[config.mk]
export PLATFORM = sky130hd
export DESIGN_NAME = alu_seq_param
export DESIGN_NICKNAME = d
export VERILOG_FILES = /design/src/rtl/alu_seq_param.sv
export SDC_FILE = /design/constraint.sdc
export NUM_CORES = 1
export LEC_CHECK = 0
export CAP_MARGIN = 20
export CORE_MARGIN = 10
export CORE_UTILIZATION = 46
export DETAILED_ROUTE_END_ITERATION = 6
export GPL_TIMING_DRIVEN = 0
export PLACE_DENSITY = 0.81
export SYNTH_ARGS = -nofsm -noshare
export SYNTH_HDL_FRONTEND = slang
export SYNTH_SLANG_ARGS = --single-unit
[constraint.sdc]
create_clock -name clk -period 1.8 [get_ports clk]
set_clock_uncertainty 0.15 [all_clocks]
set_input_delay 0.36 -clock clk [delete_from_list [all_inputs] [get_ports clk]]
set_output_delay 0.36 -clock clk [all_outputs]
set_load 0.005 [all_outputs]
[src/rtl/alu_seq_param.sv]
// Handshaked sequential ALU: AND/OR/ADD in one cycle, optional iterative shift-add MUL.
// Define ALU_SEQ_MUL_EN to build the multiplier; otherwise op=11 reports illegal.
module alu_seq_param #(
  parameter int WIDTH = 16
) (
  input  logic             clk,
  input  logic             rst_n,
  input  logic             in_valid,
  output logic             in_ready,
  input  logic [WIDTH-1:0] a,
  input  logic [WIDTH-1:0] b,
  input  logic             cin,
  input  logic             ainvert,
  input  logic             bnegate,
  input  logic [1:0]       op,
  output logic             out_valid,
  input  logic             out_ready,
  output logic [WIDTH-1:0] result,
  output logic             cout,
  output logic             zero,
  output logic             overflow,
  output logic             illegal
);

`ifdef ALU_SEQ_MUL_EN
  localparam bit MUL_EN = 1'b1;
`else
  localparam bit MUL_EN = 1'b0;
`endif

  typedef enum logic [1:0] {IDLE, BUSY, DONE} state_e;

  state_e           state_q, state_d;
  logic             accept, is_mul, ld_alu, mul_last;
  logic [WIDTH-1:0] ap, bp, alu_res;
  logic [WIDTH:0]   sum;
  logic             alu_cout, alu_ovf, alu_ill;
  logic [WIDTH-1:0] result_q;
  logic             cout_q, zero_q, ovf_q, ill_q;

  assign accept = in_valid && (state_q == IDLE);
  assign is_mul = (op == 2'b11);
  assign ld_alu = accept && !(is_mul && MUL_EN);

  assign ap  = ainvert ? ~a : a;
  assign bp  = bnegate ? ~b : b;
  assign sum = {1'b0, ap} + {1'b0, bp} + {{WIDTH{1'b0}}, cin};

  always_comb begin
    alu_res  = '0;
    alu_cout = 1'b0;
    alu_ovf  = 1'b0;
    alu_ill  = 1'b0;
    case (op)
      2'b00: alu_res = ap & bp;
      2'b01: alu_res = ap | bp;
      2'b10: begin
        alu_res  = sum[WIDTH-1:0];
        alu_cout = sum[WIDTH];
        alu_ovf  = (ap[WIDTH-1] == bp[WIDTH-1]) && (sum[WIDTH-1] != ap[WIDTH-1]);
      end
      default: alu_ill = !MUL_EN;
    endcase
  end

`ifdef ALU_SEQ_MUL_EN
  localparam int CW = $clog2(WIDTH + 1);

  logic [2*WIDTH-1:0] acc_q, mcand_q, acc_nxt;
  logic [WIDTH-1:0]   mplier_q;
  logic [CW-1:0]      cnt_q;

  assign acc_nxt  = acc_q + (mplier_q[0] ? mcand_q : '0);
  assign mul_last = (cnt_q == CW'(WIDTH - 1));

  // One partial product per BUSY cycle, WIDTH cycles total.
  always_ff @(posedge clk or negedge rst_n) begin
    if (!rst_n) begin
      acc_q    <= '0;
      mcand_q  <= '0;
      mplier_q <= '0;
      cnt_q    <= '0;
    end else if (accept && is_mul) begin
      acc_q    <= '0;
      mcand_q  <= {{WIDTH{1'b0}}, a};
      mplier_q <= b;
      cnt_q    <= '0;
    end else if (state_q == BUSY) begin
      acc_q    <= acc_nxt;
      mcand_q  <= mcand_q << 1;
      mplier_q <= mplier_q >> 1;
      cnt_q    <= cnt_q + CW'(1);
    end
  end
`else
  assign mul_last = 1'b1;
`endif

  always_ff @(posedge clk or negedge rst_n) begin
    if (!rst_n) state_q <= IDLE;
    else        state_q <= state_d;
  end

  always_comb begin
    state_d = state_q;
    case (state_q)
      IDLE: if (in_valid) state_d = (is_mul && MUL_EN) ? BUSY : DONE;
      BUSY: if (mul_last) state_d = DONE;
      DONE: if (out_ready) state_d = IDLE;
      default: state_d = IDLE;
    endcase
  end

  always_comb begin
    in_ready  = (state_q == IDLE);
    out_valid = (state_q == DONE);
  end

  always_ff @(posedge clk or negedge rst_n) begin
    if (!rst_n) begin
      result_q <= '0;
      cout_q   <= 1'b0;
      zero_q   <= 1'b0;
      ovf_q    <= 1'b0;
      ill_q    <= 1'b0;
    end else if (ld_alu) begin
      result_q <= alu_res;
      cout_q   <= alu_cout;
      zero_q   <= (alu_res == '0);
      ovf_q    <= alu_ovf;
      ill_q    <= alu_ill;
    end
`ifdef ALU_SEQ_MUL_EN
    else if ((state_q == BUSY) && mul_last) begin
      result_q <= acc_nxt[WIDTH-1:0];
      cout_q   <= |acc_nxt[2*WIDTH-1:WIDTH];
      zero_q   <= (acc_nxt[WIDTH-1:0] == '0);
      ovf_q    <= 1'b0;
      ill_q    <= 1'b0;
    end
`endif
  end

  assign result   = result_q;
  assign cout     = cout_q;
  assign zero     = zero_q;
  assign overflow = ovf_q;
  assign illegal  = ill_q;

endmodule

==> results.md, run 1 <==
* Synth top area share at between 20% and 30%
* Met3 WL at between 600 and 700 um
* Initial antenna violation count at 0
* Port Buf Inserts at 59
* Worst-Margin Slew at about 0.88 ns
* CP max FO at 7
* Synthesized Nets at about 390
* Max Freq at between 300 and 400 MHz
* Synth Area per Inst at 8.091 sq um
* Synth cell types at 58
* Hold Startpoint: cout$_DFFE_PN0P_
* Setup CP Type: primary input to register
* TritonRoute pass-1 iters at 5
* Leading post-synthesis cells by cell area: dfrtp_1, ha_1, xor2_1, inv_1, o21ai_0
* CP max-delay cell: or3_1
* Power density cells at 683.2 mW/mm^2
* Int Power at between 1.5 and 2 mW
* M1 wire length at 3.719 mm
* Post-DP HPWL at about 5.8 mm
* DP Area at roughly 0.0035 sq mm
* Cell taking the most area after synthesis: dfrtp_1
* Combinational power share at approximately 70%
* Final Cycle Share at 161.8%
* Met2 Routed Length at approximately 4.9 mm
* Final wirelength at around 9.5 mm
* Vias in the first global route at 2947
* Worst setup EP type: register
* R2R Setup Slk at -0.54 ns
* CTS tree: built
* Post-Synthesis Cells at about 320
* Clock network power share at 9.9%
* Leak at about 2.0 nW
* PnR worst setup slack at -1.112 ns
* Initial Util at between 40% and 50%
* Worst r2r src: state_q[1]$_DFFE_PN0P_
* Chip Width at around 94 um
* NetSw at approximately 1.2 mW
* Status: finished with violations
* Synthesis-to-layout area growth at 74.77%
* Critical path arrival at slightly below 3 ns
* Share of cells above drive strength 1 at between 30% and 40%
* Commonest cells post-synth: inv_1, xor2_1, ha_1, nand2_1, o21ai_0
* Worst hold stages at 2
* CP cell instances: clkbuf_16 > buf_4 > xor2_4 > ha_4 > or2_4 > o21a_4 > or3_1 > a41oi_2 > nand3_2 > nor4_2 > nand4_1 > o31ai_2
* Setup WS pre-CTS at -1.663 ns
* RSZ-0062 raised after global routing: yes
* H-tree Lvls at 1
* Slowest cell delay on critical path at around 0.33 ns
* GPL Wtd Cong at approximately 0.9
* Pin count of the biggest net entering global routing at 22
* Endpoints failing setup at 18
* Max Used Layer: met4
* Core Rows at 27
* Startpoint class of the critical path: primary input
* Total number of vias at roughly 2900
* Hold crit path type: register to register
* Clock sinks at 21
* First-pass GRT wire length at between 10 and 15 mm
* Antenna cells at 0
* Final hold violations at 0
* Synth warn at 0
* Hold buffer count at cts at 0
* Critical path data required time at approximately 1.8 ns
* Post-synthesis register bit count at 21
* Ys async rst share at 100.0%
* Via density at ~5.7
* Total grt overflow at 0
* Slew Limit Headroom at between 40% and 50%
* R2R depth at 8
* Clk_lat worst skew at approximately 0.26 ns
* DR DRC count at 0
* RR Endpoint: zero$_DFFE_PN0P_
* Global Route Usage Sum at about a fifth
* Design area at 0.004454 sq mm
* Setup TNS at -12.83 ns
* IR Drop Worst-Case VDD at between 0.3 and 0.4 mV
* Die ar. at 0.008918 sq mm
* Hold endpoint: cout$_DFFE_PN0P_
* Power, Total at 3.043 mW
* CTS Buffer Depth at 2
* Failing checks: setup timing
* CORE AREA at approximately 0.0054 sq mm
* Sw Ratio at 39.50%
* Die Height at 94.44 um
* I/O Pins at 63
* Dominant synthesized flop cell: dfrtp_1
* Max Slew Vio Count at 0
* Min cycle time layout at between 2 and 3 ns
* TritonCTS Buffers at 3
* Number of flops mapped to enable cells by yosys at 0
* Number of DRC markers in iteration 0 at 247
* Layout Nets at 506
* Max_cap viols at 0
* Reg clk slew, reported paths at around 0.07 ns
* Final core utilization at roughly four fifths
* Cell with the most instances after synthesis: inv_1
* Post-synthesis sequential area ratio at roughly a fifth
* Reg power frac at a little over a fifth
* CTS Root Cell: clkbuf_8
* Post-Syn Area at 0.002549 sq mm
* Routed Antenna Nets at 0
* Post-DR wirelength/cell at around 19 um
* Filler cells at 303
==> worst max-delay path: cells and delay by family <==
| family | cells | cell delay (ns) |
|---|---|---|
| buffers and inverters | 2 | 0.30 |
| xor gates and xnor gates | 1 | 0.19 |
| AOI/OAI and AO/OA | 3 | 0.76 |
| and+or+nand+nor | 5 | 1.14 |
| adders and majority gates | 1 | 0.18 |
==> cell usage in the layout (no fill, tap or decap), drive strengths merged, types with 14 or more instances in the layout <==
cell type	count
clkdlybuf4s50	35
ha	32
a21oi	14
nand2	29
dlygate4sd2	19
clkbuf	16
inv	42
xor2	34
buf	59
o21ai	23
nor2	15
dfrtp	21
==> layer usage <==
layer,vias up,track usage [%]
met2,138,36.84
met5,-,0
li1,1314,-
met3,30,2.300
met4,0,5.063
met1,1402,22.23
==> registers in the layout (all words and copies together), names as in the netlist <==
name and count:
illegal 1, state_q 1, overflow 1, result 16, cout 1, zero 1
==> cell type report <==
cell class	count	area (sq um)	share of cell area (%)
multi-input combinational	236	2490	55.90
clock buffer	4	45.04	1.011
buffer	12	128.9	2.893
inverter	44	168.9	3.792
tap	72	90.09	2.022
timing repair buffer	114	1006	22.58
sequential	21	525.5	11.80
==> stage by stage <==
step | cells | hold slack [ns]
5_1_grt | 503 | 0.3420
3_3_place_gp | 446 | 0.3148
3_5_place_dp | 446 | 0.3150
4_1_cts | 494 | 0.3313
6_report | 503 | 0.3236
2_1_floorplan | 315 | -0.08559
==> power groups by stage <==
stage	Combinational (mW)	Clock, mW	Sequential (mW)
2_1_floorplan	0.896	0	0.660
3_3_place_gp	1.42	0	0.649
3_5_place_dp	1.44	0	0.655
4_1_cts	1.85	0.303	0.648
5_1_grt	2.23	0.321	0.661
6_report	2.09	0.300	0.648
==> kinds of logic (layout without fill, tap and decap cells) <==
group,after synthesis,count (layout),share of synthesized area [%]
xor+xnor,38,38,13.06
mux,7,7,3.044
compound gates,82,82,23.66
simple gates,76,76,14.53
flops,21,21,20.62
buf+inv,58,174,8.591
fa+ha+maj,33,33,16.49
==> how the worst max path moves through the flow <==
stage | slack [ns] | start | end
detailed placement | -1.66 | b[10] | zero$_DFFE_PN0P_
CTS | -1.02 | bnegate | zero$_DFFE_PN0P_
finish | -1.11 | ainvert | zero$_DFFE_PN0P_
floorplan | -1.09 | bnegate | zero$_DFFE_PN0P_
global route | -1.23 | bnegate | zero$_DFFE_PN0P_
global placement | -1.57 | b[10] | zero$_DFFE_PN0P_
==> repair_timing <==
action	in CTS	in global routing
gates resized for setup	95	34
setup buffers	44	9
gates cloned	2	0
pin swaps	59	32
setup endpoints to repair	19	19
(Power assumes the default switching activity.)
==> run 2, diff against run 1 <==
Settings changed: CTS_CLUSTER_DIAMETER set to 60.
==> results of run 2 <==
The final DEF is identical to that of run 1; final timing and power are the same.
